==> src/rtl/button_pkg.sv <==
// button_pkg: shared event codes, hold-counter width, arbiter state type and type-priority helper
package button_pkg;

   localparam logic [1:0] EVT_PRESS   = 2'b01;
   localparam logic [1:0] EVT_REPEAT  = 2'b10;
   localparam logic [1:0] EVT_RELEASE = 2'b11;

   localparam int HOLD_W = 9;

   typedef enum logic {S_IDLE, S_OFFER} arb_state_t;

   // Within one button a press always goes out before a repeat, and both before a release.
   function automatic logic [1:0] evt_pick(input logic press, input logic rep);
      return press ? EVT_PRESS : rep ? EVT_REPEAT : EVT_RELEASE;
   endfunction

endpackage

==> src/rtl/rr_arbiter.sv <==
// rr_arbiter: combinational round-robin pick of the first requester at or after ptr
//   req     in   N            request vector
//   ptr     in   $clog2(N)    highest-priority index this round
//   gnt_idx out  $clog2(N)    index of the winner (0 when nothing requests)
//   gnt_any out  1            at least one request is set
module rr_arbiter #(
   parameter int N = 4
) (
   input  logic [N-1:0]         req,
   input  logic [$clog2(N)-1:0] ptr,
   output logic [$clog2(N)-1:0] gnt_idx,
   output logic                 gnt_any
);

   localparam int PW = $clog2(N);

   logic [N-1:0] rot;

   // Rotate so that bit 0 is the request at ptr, then the lowest set bit is the winner.
   always_comb begin
      rot     = N'({req, req} >> ptr);
      gnt_idx = '0;
      for (int k = N - 1; k >= 0; k--)
         if (rot[k]) gnt_idx = PW'((int'(ptr) + k) % N);
   end

   assign gnt_any = |req;

endmodule

==> src/rtl/button_event_arbiter.sv <==
// button_event_arbiter: turns debounced button levels into press/repeat/release events on one valid/ready channel
//   clk         in   1   system clock
//   rst_in      in   1   asynchronous active-low reset
//   button_lvl  in   N   debounced levels, 1 = pressed
//   evt_valid   out  1   event on offer
//   evt_ready   in   1   consumer takes the event when valid & ready at posedge
//   evt_id      out  4   index of the button behind the event
//   evt_type    out  2   01 press, 10 repeat, 11 release
//   overflow    out  1   sticky: an event was dropped
//   ovf_clr     in   1   synchronous clear of overflow (a same-cycle drop wins)
module button_event_arbiter
   import button_pkg::*;
#(
   parameter int NUM_BUTTONS   = 4,
   parameter int TICK_DIV_BITS = 15,
   parameter int REPEAT_DELAY  = 381,
   parameter int REPEAT_RATE   = 76
) (
   input  logic                   clk,
   input  logic                   rst_in,
   input  logic [NUM_BUTTONS-1:0] button_lvl,
   output logic                   evt_valid,
   input  logic                   evt_ready,
   output logic [3:0]             evt_id,
   output logic [1:0]             evt_type,
   output logic                   overflow,
   input  logic                   ovf_clr
);

   localparam int N  = NUM_BUTTONS;
   localparam int PW = $clog2(N);

   logic [TICK_DIV_BITS-1:0] presc;
   logic                     tick;
   logic                     armed;
   logic [N-1:0]             req, gnt_oh, ovf_hit;
   logic [N-1:0]             pend_press, pend_repeat, pend_release;
   logic [N-1:0]             clr_press, clr_repeat, clr_release;
   logic [PW-1:0]            ptr, gnt_idx;
   logic                     gnt_any, take, accept;
   arb_state_t               state, state_nxt;

   assign tick = &presc;

   // armed stays low for the first clock after reset so button_prev captures the
   // live levels without reporting a rise for buttons already held down.
   always_ff @(posedge clk or negedge rst_in)
      if (!rst_in) begin
         presc <= '0;
         armed <= 1'b0;
      end else begin
         presc <= presc + TICK_DIV_BITS'(1);
         armed <= 1'b1;
      end

   for (genvar g = 0; g < N; g++) begin : g_btn
      logic              prev, rise, fall, rep_hit;
      logic              p_press, p_repeat, p_release;
      logic [HOLD_W-1:0] hold_cnt;
      assign rise    = armed & button_lvl[g] & ~prev;
      assign fall    = armed & ~button_lvl[g] & prev;
      // A zero counter (button held through reset) never decrements, so it never repeats.
      assign rep_hit = tick & button_lvl[g] & ~rise & (hold_cnt == HOLD_W'(1));
      assign ovf_hit[g] = (rise & p_press & ~clr_press[g]) | (fall & p_release & ~clr_release[g]);
      assign pend_press[g]   = p_press;
      assign pend_repeat[g]  = p_repeat;
      assign pend_release[g] = p_release;
      always_ff @(posedge clk or negedge rst_in)
         if (!rst_in) begin
            prev      <= 1'b0;
            p_press   <= 1'b0;
            p_repeat  <= 1'b0;
            p_release <= 1'b0;
            hold_cnt  <= '0;
         end else begin
            prev      <= button_lvl[g];
            p_press   <= (p_press & ~clr_press[g]) | rise;
            p_repeat  <= ~fall & ((p_repeat & ~clr_repeat[g]) | rep_hit);
            p_release <= (p_release & ~clr_release[g]) | fall;
            if (rise)
               hold_cnt <= HOLD_W'(REPEAT_DELAY);
            else if (fall)
               hold_cnt <= '0;
            else if (tick && button_lvl[g] && hold_cnt != '0)
               hold_cnt <= rep_hit ? HOLD_W'(REPEAT_RATE) : hold_cnt - HOLD_W'(1);
         end
   end

   assign req = pend_press | pend_repeat | pend_release;

   rr_arbiter #(.N(N)) u_rr (
      .req     (req),
      .ptr     (ptr),
      .gnt_idx (gnt_idx),
      .gnt_any (gnt_any)
   );

   always_ff @(posedge clk or negedge rst_in)
      if (!rst_in) state <= S_IDLE;
      else         state <= state_nxt;

   always_comb begin
      take      = 1'b0;
      accept    = 1'b0;
      state_nxt = state;
      if (state == S_IDLE) begin
         take      = gnt_any;
         state_nxt = gnt_any ? S_OFFER : S_IDLE;
      end else begin
         accept    = evt_ready;
         state_nxt = evt_ready ? S_IDLE : S_OFFER;
      end
   end

   // Only the highest-priority pending type of the winning button is consumed.
   assign gnt_oh      = take ? N'(1) << gnt_idx : '0;
   assign clr_press   = gnt_oh & pend_press;
   assign clr_repeat  = gnt_oh & ~pend_press & pend_repeat;
   assign clr_release = gnt_oh & ~pend_press & ~pend_repeat & pend_release;

   assign evt_valid = (state == S_OFFER);

   always_ff @(posedge clk or negedge rst_in)
      if (!rst_in) begin
         evt_id   <= '0;
         evt_type <= '0;
         ptr      <= '0;
         overflow <= 1'b0;
      end else begin
         if (take) begin
            evt_id   <= 4'(gnt_idx);
            evt_type <= evt_pick(pend_press[gnt_idx], pend_repeat[gnt_idx]);
         end
         if (accept)
            ptr <= (evt_id == 4'(N - 1)) ? '0 : PW'(evt_id + 4'd1);
         overflow <= (|ovf_hit) | (overflow & ~ovf_clr);
      end

endmodule

==> config.mk <==
export PLATFORM = sky130hd
export DESIGN_NAME = button_event_arbiter
export DESIGN_NICKNAME = d
export VERILOG_FILES = /design/src/rtl/button_pkg.sv /design/src/rtl/rr_arbiter.sv /design/src/rtl/button_event_arbiter.sv
export SDC_FILE = /design/constraint.sdc
export NUM_CORES = 1
export LEC_CHECK = 0
export BUFFER_PORTS_ARGS = -buffer_cell sky130_fd_sc_hd__buf_2
export CAP_MARGIN = 20
export CORE_UTILIZATION = 56
export DETAILED_ROUTE_END_ITERATION = 12
export PLACE_DENSITY = 0.79
export SLEW_MARGIN = 40
export SYNTH_ARGS = -nofsm -noshare
export SYNTH_HDL_FRONTEND = slang
export SYNTH_SLANG_ARGS = --single-unit
==> constraint.sdc <==
create_clock -name clk -period 2.1 [get_ports clk]
set_input_delay 0.42 -clock clk [delete_from_list [all_inputs] [get_ports clk]]
set_output_delay 0.42 -clock clk [all_outputs]
set_load 0.005 [all_outputs]
# Yosys cells after proc, flatten, opt, wreduce, memory -nomap -nowiden
# Index checks and enable logic that the tools add are counted.
[op_classes] n_eq_ne=5 multipliers=0 n_bitwise=116 n_addsub=9 shifts=2 n_mux=33 magnitude_cmp=1 n_div=0 n_reduce_logical=19
[op_table] operator="2-to-1 mux 9 bit" count=16
[op_table] operator="bitwise AND 1 bit" count=61
[op_table] operator="equality test 9 x 1 -> 1 bit, second input constant" count=4
[op_table] operator="nonzero test 9 bit" count=4
[op_table] operator="subtractor 9 x 1 -> 9 bit, second input constant" count=4
[op_table] operator="NOT 1 bit" count=29
[op_table] operator="bitwise AND 4 bit" count=5
[op_table] operator="bitwise OR 1 bit" count=17
[op_table] operator="adder 15 x 1 -> 15 bit, second input constant" count=1
[op_table] operator="AND reduction 15 bit" count=1
[op_table] operator="2-to-1 mux 2 bit" count=6
[op_table] operator="nonzero test 3 bit" count=4
[op_table] operator="logical AND 1 bit" count=8
[op_table] operator="2-to-1 mux 1 bit" count=8
[op_table] operator="NOT 4 bit" count=2
[op_table] operator="bitwise OR 4 bit" count=2
[op_table] operator="OR reduction 4 bit" count=2
[op_table] operator=">> shifter 8 x 2 -> 4 bit" count=1
[op_table] operator="adder 2 x 1 -> 2 bit, second input constant" count=2
[op_table] operator="adder 2 bit, second input constant" count=2
[op_table] operator="binary-select mux 1 bit (select 2 bit)" count=2
[op_table] operator="2-to-1 mux 4 bit" count=1
[op_table] operator="left shift 1 x 2 -> 4 bit, first input constant" count=1
[op_table] operator="less-than comparator 2 x 3 -> 1 bit, second input constant" count=1
[op_table] operator="equality test 2 bit, second input constant" count=1
[totals] inputBits=8 latch_bits=0 ramBits=0 n_memories=0 romBits=0 out_inout_bits=8 regBits=76 elab_cells=212

# Longest topological paths before layout
# Gate-level depths: netlist (run 1).
[depth] ltp_word=17 depth_mapped=10 ltp_nobuf=8

# Cells and area by module
# A second synthesis (run 1) with hierarchy kept.
[unflattened] cells_unflattened=456 area_unflattened_um2=4271.6
[by_module_without_submodules] module="button_event_arbiter" cells_per_inst=441 area_each_um2=4194.0 n_inst=1 seq_area_each_um2=1901.8
[by_module_without_submodules] module="rr_arbiter" cells_per_inst=15 area_each_um2=77.6 n_inst=1 seq_area_each_um2=0.0

# Worst setup path before layout (run 1)
# OpenSTA, ideal clock, no wires.
[synth_timing] path_kind="reg-to-reg" start="register presc[0]" end="register g_btn[3].hold_cnt[5]" slack_ns=-0.141 required_ns=1.976 path_stages_with_launch=11 n_path_buf=3 arrival_time_ns=2.117 setup_time_ns=0.124 synth_period_minus_slack_ns=2.241 path_cell_list="dfrtp_1 ha_1 buf_2 and3_1 and4_2 buf_2 and4_2 clkbuf_2 nand2_1 o22ai_1 a211o_1"
[synth_via] elab_chain_len=8 word_cells_on_any_way=11 cone_classes="mux: 4; bitwise: 3; reduce/logical: 4"
[synth_lines] element="start, declared" line_no="button_event_arbiter.sv:33" source="logic [TICK_DIV_BITS-1:0] presc;"
[synth_lines] element="start signal, assigned" line_no="button_event_arbiter.sv:52" source="presc <= presc + TICK_DIV_BITS'(1);"
[synth_lines] element="AND reduction 15 bit (*)" line_no="button_event_arbiter.sv:43" source="assign tick = &presc;"
[synth_lines] element="bitwise AND 1 bit (3 in series)" line_no="button_event_arbiter.sv:63" source="assign rep_hit = tick & button_lvl[g] & ~rise & (hold_cnt == HOLD_W'(1));"
[synth_lines] element="2-to-1 mux 9 bit" line_no="button_event_arbiter.sv:85" source="hold_cnt <= rep_hit ? HOLD_W'(REPEAT_RATE) : hold_cnt - HOLD_W'(1);"
[synth_lines] element="2-to-1 mux 9 bit" line_no="button_event_arbiter.sv:84" source="else if (tick && button_lvl[g] && hold_cnt != '0)"
[synth_lines] element="2-to-1 mux 9 bit" line_no="button_event_arbiter.sv:82" source="else if (fall)"
[synth_lines] element="2-to-1 mux 9 bit" line_no="button_event_arbiter.sv:80" source="if (rise)"
[synth_lines] element="end signal, assigned" line_no="button_event_arbiter.sv:81" source="hold_cnt <= HOLD_W'(REPEAT_DELAY);"
[synth_lines] element="end signal, assigned" line_no="button_event_arbiter.sv:85"
[synth_lines] element="end, declared" line_no="button_event_arbiter.sv:59" source="logic [HOLD_W-1:0] hold_cnt;"
# Every way passes the cells marked *; elsewhere a longest branch is shown, timed or not. The select of a mux whose other input is x is not followed.
# A chain may end at the register's enable or synchronous reset.

# Worst setup path in the final report (run 1)
[layout_timing] start="register g_btn[1].p_repeat" end="register evt_type[1]"
[layout_via] elab_chain_len=10 word_cells_on_any_way=12 cone_classes="shift: 1; mux: 8; bitwise: 2; reduce/logical: 1"
[layout_lines] element="start, declared" line_no="button_event_arbiter.sv:58" source="logic p_press, p_repeat, p_release;"
[layout_lines] element="start signal, assigned" line_no="button_event_arbiter.sv:78" source="p_repeat <= ~fall & ((p_repeat & ~clr_repeat[g]) | rep_hit);"
[layout_lines] element="bitwise OR 4 bit (*) (2 in series)" line_no="button_event_arbiter.sv:89" source="assign req = pend_press | pend_repeat | pend_release;"
[layout_lines] element=">> shifter 8 x 2 -> 4 bit" line_no="rr_arbiter.sv:21" source="rot = N'({req, req} >> ptr);"
[layout_lines] element="2-to-1 mux 2 bit (4 in series)" line_no="rr_arbiter.sv:24" source="if (rot[k]) gnt_idx = PW'((int'(ptr) + k) % N);"
[layout_lines] element="binary-select mux 1 bit (select 2 bit)" line_no="button_event_arbiter.sv:132" source="evt_type <= evt_pick(pend_press[gnt_idx], pend_repeat[gnt_idx]);"
[layout_lines] element="2-to-1 mux 1 bit (implied by the code)" line_no="button_event_arbiter.sv:132"
[layout_lines] element="2-to-1 mux 2 bit" line_no="button_pkg.sv:14" source="return press ? EVT_PRESS : rep ? EVT_REPEAT : EVT_RELEASE;"
[layout_lines] element="end signal, assigned" line_no="button_event_arbiter.sv:132"
[layout_lines] element="end, declared" line_no="button_event_arbiter.sv:25" source="output logic [1:0] evt_type,"
# Marked as above.

==> results.sh, run 1 <==
export IMPL_outcome="complete, no violations"
export IMPL_crit_required_ns=2.35
export IMPL_wl_per_cell_um=16.9
export IMPL_filler_cell_count=482
export IMPL_r2r_start="g_btn[1].p_repeat$_DFF_PN0_"
export IMPL_grt_start_max_net_pins=51
export IMPL_power_density_nw_per_um2=809
export IMPL_rsz0062_at_grt="yes"
export IMPL_synth_fa_ha_area_share_pct=2.90
export IMPL_path_delay_family="simple AND/OR/NAND/NOR gates"
export IMPL_crit_buf_inv=0
export IMPL_synthDistinctLibCells=70
export IMPL_crit_path_top_delay_cell="or3_1"
export IMPL_yosysWarnings=0
export IMPL_cts_buffers=9
export IMPL_grt_pass1_vias=3775
export IMPL_peakVddDrop_uv=411
export IMPL_synth_seq_cells=76
export IMPL_first_pass_iters=5
export IMPL_finalMaxSlewViolations=0
export IMPL_crit_start="g_btn[1].p_repeat$_DFF_PN0_"
export IMPL_synth_compound_area_share_pct=16.2
export IMPL_port_buffers=13
export IMPL_synthTopCellsByArea="dfrtp_1 (44%), nand2_1 (4.8%), o21ai_0 (3.9%)"
export IMPL_initial_core_util_pct=58.8
export IMPL_finalSetupViolCount=0
export IMPL_die_area_um2=8060
export IMPL_layout_nets=573
export IMPL_wl_um=11100
export IMPL_fin_util_pct=75.4
export IMPL_yosys_most_used_dff="dfrtp_1"
export IMPL_preCtsSetupSlack_ns=-0.197
export IMPL_worstPathArrival_ns=2.34
export IMPL_cp_max_fo=4
export IMPL_synthMuxAreaShare_pct=2.23
export IMPL_placed_cell_area_um2=4950
export IMPL_via_per_inst=6.18
export IMPL_fin_area_um2=5530
export IMPL_setup_ws_ns=0.0111
export IMPL_cts_sinks=76
export IMPL_cts_tree="done"
export IMPL_cp_start_kind="flip-flop"
export IMPL_antenna_left=0
export IMPL_hold_class="primary input to flip-flop"
export IMPL_synthCells=464
export IMPL_netlist_area_leader_share_pct=44.1
export IMPL_clock_fmax_mhz=479
export IMPL_grt_ovfl_total=0
export IMPL_dieHeight_um=89.8
export IMPL_yosysSeqAreaShare_pct=44.1
export IMPL_grt_util_all_layers_pct=26.9
export IMPL_synth_most_common_cell="dfrtp_1"
export IMPL_maxCapViolCount=0
export IMPL_drc_errors=0
export IMPL_ys_top_cells_by_count="dfrtp_1 (76), nand2_1 (55), o21ai_0 (34), nor2_1 (29), nand3_1 (21)"
export IMPL_vias=4062
export IMPL_hold_viol=0
export IMPL_clk_path_buf_depth=2
export IMPL_synth_xor_area_share_pct=2.64
export IMPL_grt_pass1_wl_um=17600
export IMPL_synth_area_um2=4310
export IMPL_cp_end_kind="flip-flop"
export IMPL_hold_start="button_lvl[1]"
export IMPL_syn_area_per_cell_um2=9.30
export IMPL_io_pins=16
export IMPL_antenna_found_initial=0
export IMPL_ctsHtreeMaxLevel=3
export IMPL_diodes=0
export IMPL_core_um2=7330
export IMPL_timing_final_crit_share_pct=99.5
export IMPL_clk_pin_slew_worst_paths_ns=0.08
export IMPL_hpwlAfterDp_um=7260
export IMPL_critPathKind="flip-flop to flip-flop"
export IMPL_fp_dieW_um=89.8
export IMPL_std_cell_rows=31
export IMPL_synth_top_area_cell="dfrtp_1"
export IMPL_area_growth_pct=28.1
export IMPL_drt_iter0_drc=276
export IMPL_cp_slowest_stage_delay_ns=0.43
export IMPL_critical_path_most_common_cell="mux2_2"
export IMPL_async_reset_ff_share_pct=100
export IMPL_clkLatencyLatePin_ns=0.36
export IMPL_layout_min_cycle_time_ns=2.09
export IMPL_worst_clock_skew_ns=0.00765
export IMPL_gp_congestion=0.942
export IMPL_leakagePower_nw=2.36
export IMPL_synth_simple_area_share_pct=28.4
export IMPL_synth_edf_count=0
export IMPL_path_cells="or3_1 -> nor3_2 -> o21a_1 -> mux2_2 -> mux2_2"
export IMPL_drive_above_1_share_pct=33.7
export IMPL_root_buffer="clkbuf_8"
export IMPL_synth_top_family_by_area="simple AND/OR/NAND/NOR gates"
-- per-stage QoR --
step / std cells / power (mW) / hold slack, ns / TNS (ns)
after floorplan: 465 / 2.68 / 0.124 / -0.0580
after global placement: 627 / 3.21 / 0.357 / -0.345
after detailed placement: 627 / 3.28 / 0.358 / -1.01
after CTS: 649 / 4.27 / 0.231 / 0
after global routing: 657 / 4.71 / 0.244 / -0.684
final: 657 / 4.47 / 0.243 / 0
-- per-layer routing --
layer / vias to the layer above / share of wire (%) / global-route usage, %
li1: 1888 / - / -
met1: 2015 / 43 / 36.1
met2: 134 / 50 / 43.8
met3: 25 / 5.3 / 4.23
met4: 0 / 1.9 / 10.5
met5: - / 0 / 0
-- power breakdown --
part / switching [mW] / total (mW) / internal, mW
Sequential: 0.241 / 1.93 / 1.69
Combinational: 0.794 / 1.56 / 0.768
Clock: 0.536 / 0.979 / 0.443
Total: 1.57 / 4.47 / 2.90
-- area by class of cell --
type | count | area [µm²] | share of cell area [%]
Sequential cell | 76 | 1900 | 34.4
Multi-Input combinational cell | 357 | 2550 | 46.2
Clock inverter | 3 | 15.0 | 0.272
Tap cell | 99 | 124 | 2.24
Clock buffer | 11 | 141 | 2.56
Timing Repair Buffer | 95 | 729 | 13.2
Inverter | 16 | 60.1 | 1.09
-- worst register-to-register path: stages, from the launching register on --
cell     delay, ns
dfrtp_1       0.41
or3_1         0.43
nor3_2        0.25
o21a_1        0.23
mux2_2        0.39
mux2_2        0.27
-- logic make-up after synthesis --
logic type | Yosys count
simple gates | 214
compound gates | 108
flops | 76
buf+inv | 32
xor+xnor | 13
fa+ha+maj | 10
mux | 9
other cells | 2
-- state kept, by name, indices dropped and copies added (netlist names) --
| signal | cells |
|---|---|
| evt_id | 2 |
| presc | 15 |
| g_btn.p_repeat | 4 |
| evt_valid | 1 |
| g_btn.hold_cnt | 36 |
| evt_type | 2 |
| ptr | 2 |
| g_btn.prev | 4 |
| g_btn.p_release | 4 |
| g_btn.p_press | 4 |
| overflow | 1 |
| armed | 1 |
-- what timing repair did --
item / 4_1_cts / 5_1_grt
gates resized for setup: 14 / 61
pin swaps: 7 / 28
endpoints found under the setup margin: 14 / 31
hold buffers: 1 / 0
endpoints found under the hold margin: 26 / 0
setup buffers: 7 / 8
-- cells in the final DEF, fill, tap and decap left out, types with 4 or more instances in the layout --
cell / n
dfrtp_1: 75
buf_4: 75
nand2_1: 53
nor2_1: 29
o21ai_0: 25
nand3_1: 19
a21oi_1: 17
inv_1: 13
nor3_1: 13
nand4_1: 13
buf_2: 12
clkbuf_8: 10
nand3b_1: 9
o21ai_1: 9
xnor2_1: 8
o31ai_1: 7
ha_1: 7
or3_1: 6
nor3_2: 6
or2_2: 6
o21a_1: 6
o311ai_0: 6
xor2_1: 5
nand2b_1: 5
or3_4: 5
mux2_2: 5
buf_6: 5
nor4_4: 4
o22ai_2: 4
or4_4: 4
or3b_4: 4
a31oi_1: 4
mux2i_1: 4
-- final timing paths --
check	to	slack [ns]	depth (start not counted)
worst max-delay path	evt_type[1]$_DFFE_PN0P_	0.01	5
worst min-delay path	g_btn[1].prev$_DFF_PN0_	0.24	1
worst max register to register	evt_type[1]$_DFFE_PN0P_	0.01	5
worst min register to register	evt_type[1]$_DFFE_PN0P_	0.51	1
max in group asynchronous	g_btn[0].hold_cnt[0]$_DFFE_PN0P_	0.99	3
min in group asynchronous	g_btn[3].p_press$_DFF_PN0_	0.51	2
Note: power is estimated with default switching activity, not from simulation.
==> run 2, diff against run 1 <==
--- a/config.mk
+++ b/config.mk
@@ -7,6 +7,7 @@
 export LEC_CHECK = 0
 export BUFFER_PORTS_ARGS = -buffer_cell sky130_fd_sc_hd__buf_2
 export CAP_MARGIN = 20
+export CORE_MARGIN = 3
 export CORE_UTILIZATION = 56
 export DETAILED_ROUTE_END_ITERATION = 12
 export PLACE_DENSITY = 0.79
==> run 2 against run 1 <==
Critical endpoint is now g_btn[3].hold_cnt[2]$_DFFE_PN0P_. Combinational power about the same. Cell area increased by 0.43%. Sequential power hardly changed. The run now ends with negative hold slack left. Count of clock-buffer cells in the layout down 2. Critical path depth up 3.
==> results.sh, run 2 (same netlist as run 1, synthesis figures left out) <==
export IMPL_outcome="complete, but fails checks"
export IMPL_violations="negative hold slack"
export IMPL_power_density_nw_per_um2=851
export IMPL_die_area_um2=8790
export IMPL_clock_fmax_mhz=481
export IMPL_peakVddDrop_uv=469
export IMPL_port_buffers=13
export IMPL_cts_sinks=76
export IMPL_diodes=0
export IMPL_io_pins=16
export IMPL_worst_clock_skew_ns=0.0115
export IMPL_setup_tns_ns=0
export IMPL_fin_hold_ws_ns=-0.000590
export IMPL_core_um2=7370
export IMPL_clk_path_buf_depth=2
export IMPL_finalMaxSlewViolations=0
export IMPL_filler_cell_count=486
export IMPL_r2r_start="g_btn[3].hold_cnt[4]$_DFFE_PN0P_"
export IMPL_hold_class="primary input to async pin"
export IMPL_grt_ovfl_total=0
export IMPL_cts_buffers=9
export IMPL_sw_frac_of_total_pct=34.4
export IMPL_cts_tree="done"
export IMPL_root_buffer="clkbuf_8"
export IMPL_dieHeight_um=93.8
export IMPL_cp_max_fo=4
export IMPL_grt_pass1_vias=4112
export IMPL_hold_viol=1
export IMPL_switching_power_mw=1.63
export IMPL_initial_core_util_pct=58.5
export IMPL_fp_dieW_um=93.8
export IMPL_cp_start_kind="flip-flop"
export IMPL_p_comb_share_pct=33.0
export IMPL_gp_congestion=0.908
export IMPL_wl_um=11900
export IMPL_rsz0062_at_grt="yes"
export IMPL_timing_final_crit_share_pct=99.0
export IMPL_drive_above_1_share_pct=34.2
export IMPL_drt_iter0_drc=219
export IMPL_leakagePower_nw=2.36
export IMPL_hpwlAfterDp_um=7370
export IMPL_grt_start_max_net_pins=37
export IMPL_antenna_left=0
export IMPL_maxCapViolCount=0
export IMPL_regMostFlops="g_btn.hold_cnt"
export IMPL_grt_pass1_wl_um=18500
export IMPL_ctsHtreeMaxLevel=3
export IMPL_layout_min_cycle_time_ns=2.08
export IMPL_std_cell_rows=31
export IMPL_preCtsSetupSlack_ns=-0.0880
export IMPL_grt_util_all_layers_pct=25.9
export IMPL_pwr_share_seq_pct=41.3
export IMPL_critPathKind="flip-flop to flip-flop"
export IMPL_crit_required_ns=2.38
export IMPL_vias=4169
export IMPL_final_cell_mix="dfrtp_1 (75), buf_4 (74), nand2_1 (52)"
export IMPL_clk_pin_slew_worst_paths_ns=0.08
export IMPL_antenna_found_initial=1
export IMPL_rrSetupSlack_ns=0.02
export IMPL_setup_ws_ns=0.0217
export IMPL_layout_nets=570
export IMPL_clockPowerShare_pct=25.7
export IMPL_top_regs="g_btn.hold_cnt (36), presc (15)"
export IMPL_p_int_mw=3.10
export IMPL_first_pass_iters=5
export IMPL_rr_endpoint="g_btn[3].hold_cnt[2]$_DFFE_PN0P_"
export IMPL_via_per_inst=6.36
export IMPL_wl_per_cell_um=18.1
export IMPL_reg2regPathDepth=8
export IMPL_area_growth_pct=28.7
export IMPL_layout_commonest_cell="dfrtp_1"
export IMPL_drc_errors=0
export IMPL_largest_reg_flops=36
export IMPL_fin_util_pct=75.3
export IMPL_power_mw=4.72
export IMPL_worstPathArrival_ns=2.36
export IMPL_finalSetupViolCount=0
export IMPL_cp_end_kind="flip-flop"
export IMPL_clkLatencyLatePin_ns=0.36
run 2: changes by cell type in the layout (fill, tap and decap cells not counted), sizes merged:
cell	before	now
dlygate4sd3	1	0
bufinv	0	2
clkinv	3	4
buf	94	92
clkbuf	11	9
run 2: final cells by class:
type	instances	area, µm²	share of cell area (%)
Multi-Input combinational cell	357	2570	46.3
Sequential cell	76	1900	34.3
Timing Repair Buffer	92	692	12.5
Clock buffer	9	124	2.23
Tap cell	99	124	2.23
Clock inverter	6	80.1	1.44
Inverter	16	60.1	1.08
run 2: per-layer routing:
layer  routed length, µm  vias to the layer above  track usage, %
met5                  13                        -               0
met4                 219                        2            11.3
met3                 825                       32            4.73
met2                5860                      209            42.5
met1                4960                     2033            33.5
li1                    -                     1893               -
run 2: how the worst max path moves through the flow:
stage	startpoint	end	slack, ns	depth (start not counted)
after floorplan	presc[0]$_DFF_PN0_	g_btn[0].hold_cnt[7]$_DFFE_PN0P_	-0.03	10
after global placement	g_btn[0].hold_cnt[1]$_DFFE_PN0P_	g_btn[0].hold_cnt[8]$_DFFE_PN0P_	-0.01	9
after detailed placement	g_btn[0].hold_cnt[1]$_DFFE_PN0P_	g_btn[0].hold_cnt[8]$_DFFE_PN0P_	-0.09	9
after CTS	g_btn[2].hold_cnt[0]$_DFFE_PN0P_	g_btn[2].hold_cnt[6]$_DFFE_PN0P_	0.003	8
after global routing	g_btn[2].hold_cnt[0]$_DFFE_PN0P_	g_btn[2].hold_cnt[6]$_DFFE_PN0P_	-0.06	8
final	g_btn[3].hold_cnt[4]$_DFFE_PN0P_	g_btn[3].hold_cnt[2]$_DFFE_PN0P_	0.02	8
run 2: stage by stage:
step | cell area (µm²) | instances
after floorplan | 4350 | 465
after CTS | 5200 | 642
final | 5550 | 655
after detailed placement | 4920 | 624
after global placement | 4920 | 624
after global routing | 5550 | 655
run 2: power groups by stage:
stage                     clock network, mW  registers (mW)  logic (mW)
final                                  1.21            1.95        1.56
after global routing                   1.28            1.98        1.71
after CTS                              1.22            1.90        1.37
after detailed placement                  0            1.92        1.33
after global placement                    0            1.90        1.28
after floorplan                           0            1.91       0.767
run 2: repair_timing:
action | CTS | global route
setup endpoints to repair | 14 | 36
hold buffers | 0 | 0
pin swaps | 3 | 31
buffers inserted | 3 | 13
resized for setup | 17 | 67
run 2: critical path: stages, from the launching register on:
cell	delay [ns]
dfrtp_1	0.39
or4_4	0.57
nor4_4	0.21
nand4_1	0.24
buf_4	0.22
buf_6	0.13
nand2b_1	0.06
a21oi_1	0.06
o21ai_1	0.12
==> run 3, diff against run 2 <==
--- a/config.mk
+++ b/config.mk
@@ -7,11 +7,13 @@
 export LEC_CHECK = 0
 export BUFFER_PORTS_ARGS = -buffer_cell sky130_fd_sc_hd__buf_2
 export CAP_MARGIN = 20
-export CORE_MARGIN = 3
+export CORE_MARGIN = 2
 export CORE_UTILIZATION = 56
+export CTS_CLUSTER_SIZE = 8
 export DETAILED_ROUTE_END_ITERATION = 12
 export PLACE_DENSITY = 0.79
 export SLEW_MARGIN = 40
 export SYNTH_ARGS = -nofsm -noshare
 export SYNTH_HDL_FRONTEND = slang
+export SYNTH_HIERARCHICAL = 1
 export SYNTH_SLANG_ARGS = --single-unit
==> run 3 against run 2 <==
Combinational power increased by 15%. The run ends with negative setup slack left. Largest cell class unchanged. Cell count decreased by 1.8%. Cell area decreased by 2.7%.
==> results.sh, run 3 <==
export IMPL_outcome="complete, but fails checks"
export IMPL_cp_max_fo=4
export IMPL_stdcell_count=643
export IMPL_io_pins=16
export IMPL_layout_commonest_cell="dfrtp_1"
export IMPL_synth_most_common_cell="dfrtp_1"
export IMPL_rrSetupSlack_ns=-0.71
export IMPL_ys_top_cells_by_count="dfrtp_1 (76), nand2_1 (52), nand3_1 (32), nor2_1 (27)"
export IMPL_wl_met2_um=5540
export IMPL_wl_met1_um=4790
export IMPL_worstPathArrival_ns=3.05
export IMPL_initial_core_util_pct=58.3
export IMPL_grt_start_max_net_pins=46
export IMPL_top_regs="g_btn.hold_cnt (36), presc (15)"
export IMPL_setup_ws_ns=-0.708
export IMPL_power_density_nw_per_um2=940
export IMPL_synthMuxAreaShare_pct=2.55
export IMPL_cts_buffers=9
export IMPL_synthTopCellsByArea="dfrtp_1 (45%), nand2_1 (4.6%), nand3_1 (3.7%)"
export IMPL_diodes=0
export IMPL_grt_ovfl_total=0
export IMPL_drive_above_1_share_pct=29.2
export IMPL_cts_sinks=76
export IMPL_rsz0062_at_grt="yes"
export IMPL_std_cell_rows=31
export IMPL_synth_area_um2=4270
export IMPL_hold_class="primary input to async pin"
export IMPL_regMostFlops="g_btn.hold_cnt"
export IMPL_leakagePower_nw=2.38
export IMPL_clk_pin_slew_worst_paths_ns=0.09
export IMPL_netlist_area_leader_share_pct=44.5
export IMPL_finalSetupViolCount=14
export IMPL_core_um2=7330
export IMPL_peakVddDrop_uv=389
export IMPL_port_buffers=13
export IMPL_root_buffer="clkbuf_8"
export IMPL_synth_top_area_cell="dfrtp_1"
export IMPL_drt_iter0_drc=297
export IMPL_met3_wirelength_um=527
export IMPL_wl_per_cell_um=17.2
export IMPL_cp_start_kind="flip-flop"
export IMPL_drc_errors=0
export IMPL_grt_pass1_vias=3790
export IMPL_fp_dieW_um=91.3
export IMPL_synthDistinctLibCells=64
export IMPL_placed_cell_area_um2=4860
export IMPL_cp_end_kind="flip-flop"
export IMPL_hold_viol=0
export IMPL_synthCells=456
export IMPL_area_growth_pct=26.4
export IMPL_largest_reg_flops=36
export IMPL_die_area_um2=8340
export IMPL_vias=3961
export IMPL_layout_min_cycle_time_ns=2.81
export IMPL_max_slew_margin_pct=61.4
export IMPL_worst_clock_skew_ns=0.0169
export IMPL_violations="negative setup slack"
export IMPL_antenna_left=0
export IMPL_gp_congestion=0.889
export IMPL_highest_layer="met4"
export IMPL_synth_xor_area_share_pct=3.49
export IMPL_synth_fa_ha_area_share_pct=2.93
export IMPL_crit_required_ns=2.35
export IMPL_synth_seq_cells=76
export IMPL_timing_final_crit_share_pct=134
export IMPL_final_cell_mix="dfrtp_1 (74), buf_4 (70), nand2_1 (46)"
export IMPL_async_reset_ff_share_pct=100
export IMPL_dp_cells=607
export IMPL_clkLatencyLatePin_ns=0.37
export IMPL_first_pass_iters=5
export IMPL_clk_path_buf_depth=2
export IMPL_hpwlAfterDp_um=7100
export IMPL_maxCapViolCount=0
export IMPL_setup_tns_ns=-3.39
export IMPL_via_per_inst=6.16
export IMPL_dieHeight_um=91.3
export IMPL_synth_edf_count=0
export IMPL_wl_um=11100
export IMPL_critPathKind="flip-flop to flip-flop"
export IMPL_synth_top_family_by_area="simple AND/OR/NAND/NOR gates"
export IMPL_fin_area_um2=5400
export IMPL_grt_pass1_wl_um=17800
export IMPL_synth_compound_area_share_pct=15.7
export IMPL_yosysWarnings=6
export IMPL_finalMaxSlewViolations=0
export IMPL_grt_util_all_layers_pct=26.4
export IMPL_clock_fmax_mhz=356
export IMPL_antenna_found_initial=0
export IMPL_ctsHtreeMaxLevel=3
export IMPL_yosys_most_used_dff="dfrtp_1"
export IMPL_worst_pin_slew_ns=0.579
export IMPL_layout_nets=557
export IMPL_synth_simple_area_share_pct=27.2
export IMPL_cts_tree="done"
export IMPL_yosysSeqAreaShare_pct=44.5
export IMPL_syn_area_per_cell_um2=9.37
## run 3: layout make-up
| type | instances | area (µm²) |
|---|---|---|
| multi-input cells | 344 | 2410 |
| fillers | 496 | 1930 |
| flip-flops and latches | 76 | 1900 |
| repair buffers | 87 | 642 |
| clock buffers | 10 | 128 |
| well taps | 99 | 124 |
| clock inverters | 6 | 113 |
| inverters | 21 | 78.8 |
## run 3: final timing paths
path	startpoint	end	cells after the start
worst max-delay path	g_btn[1].p_press$_DFF_PN0_	overflow$_DFF_PN0_	10
worst min-delay path	rst_in	g_btn[0].hold_cnt[2]$_DFFE_PN0P_	1
worst max register to register	g_btn[1].p_press$_DFF_PN0_	overflow$_DFF_PN0_	10
worst min register to register	evt_type[1]$_DFFE_PN0P_	evt_type[1]$_DFFE_PN0P_	1
max in group asynchronous	rst_in	g_btn[2].hold_cnt[5]$_DFFE_PN0P_	2
min in group clk	button_lvl[1]	g_btn[1].prev$_DFF_PN0_	1
## run 3: report_power, final
group          switching, mW  internal, mW
combinational          0.884         0.904
sequential             0.244          1.68
clock                  0.571         0.792
## run 3: per-layer routing
| layer | vias to the layer above | GRT usage (%) |
|---|---|---|
| li1 | 1848 | - |
| met5 | - | 0 |
| met2 | 144 | 42.6 |
| met1 | 1947 | 35.1 |
| met4 | 0 | 12.0 |
| met3 | 22 | 4.23 |
## run 3: kinds of logic (layout without fill, tap and decap cells)
family | count (synthesis) | after routing
mux | 8 | 8
simple gates | 207 | 207
fa+ha+maj | 10 | 10
flops | 76 | 76
compound gates | 99 | 99
buf+inv | 37 | 124
other cells | 2 | 3
xor+xnor | 17 | 17
## run 3: worst max-delay path: stages (launching register included)
cell and delay, ns:
dfrtp_1 0.41, or3_4 0.43, a21oi_2 0.17, o21ai_2 0.09, a21oi_2 0.23, buf_4 0.17, nand4b_1 0.14, o31ai_2 0.30
o22ai_1 0.12, a211o_1 0.31, or3_1 0.32
## run 3: metrics by stage
stage	utilization [%]	setup slack, ns	power [mW]	hold slack, ns
after floorplan	-	-0.522	2.72	0.124
after global placement	66.3	-0.534	3.25	0.451
after detailed placement	66.3	-0.703	3.31	0.455
after CTS	70.9	-0.566	4.81	0.0704
after global routing	73.6	-0.774	5.33	0.0808
final	73.6	-0.708	5.07	0.0400
## run 3: what timing repair did
item / in CTS / in global routing
setup buffers: 5 / 18
hold buffers: 0 / 0
pin swaps: 8 / 14
setup endpoints to repair: 15 / 29
gates resized for setup: 15 / 27
endpoints found under the hold margin: 0 / 0
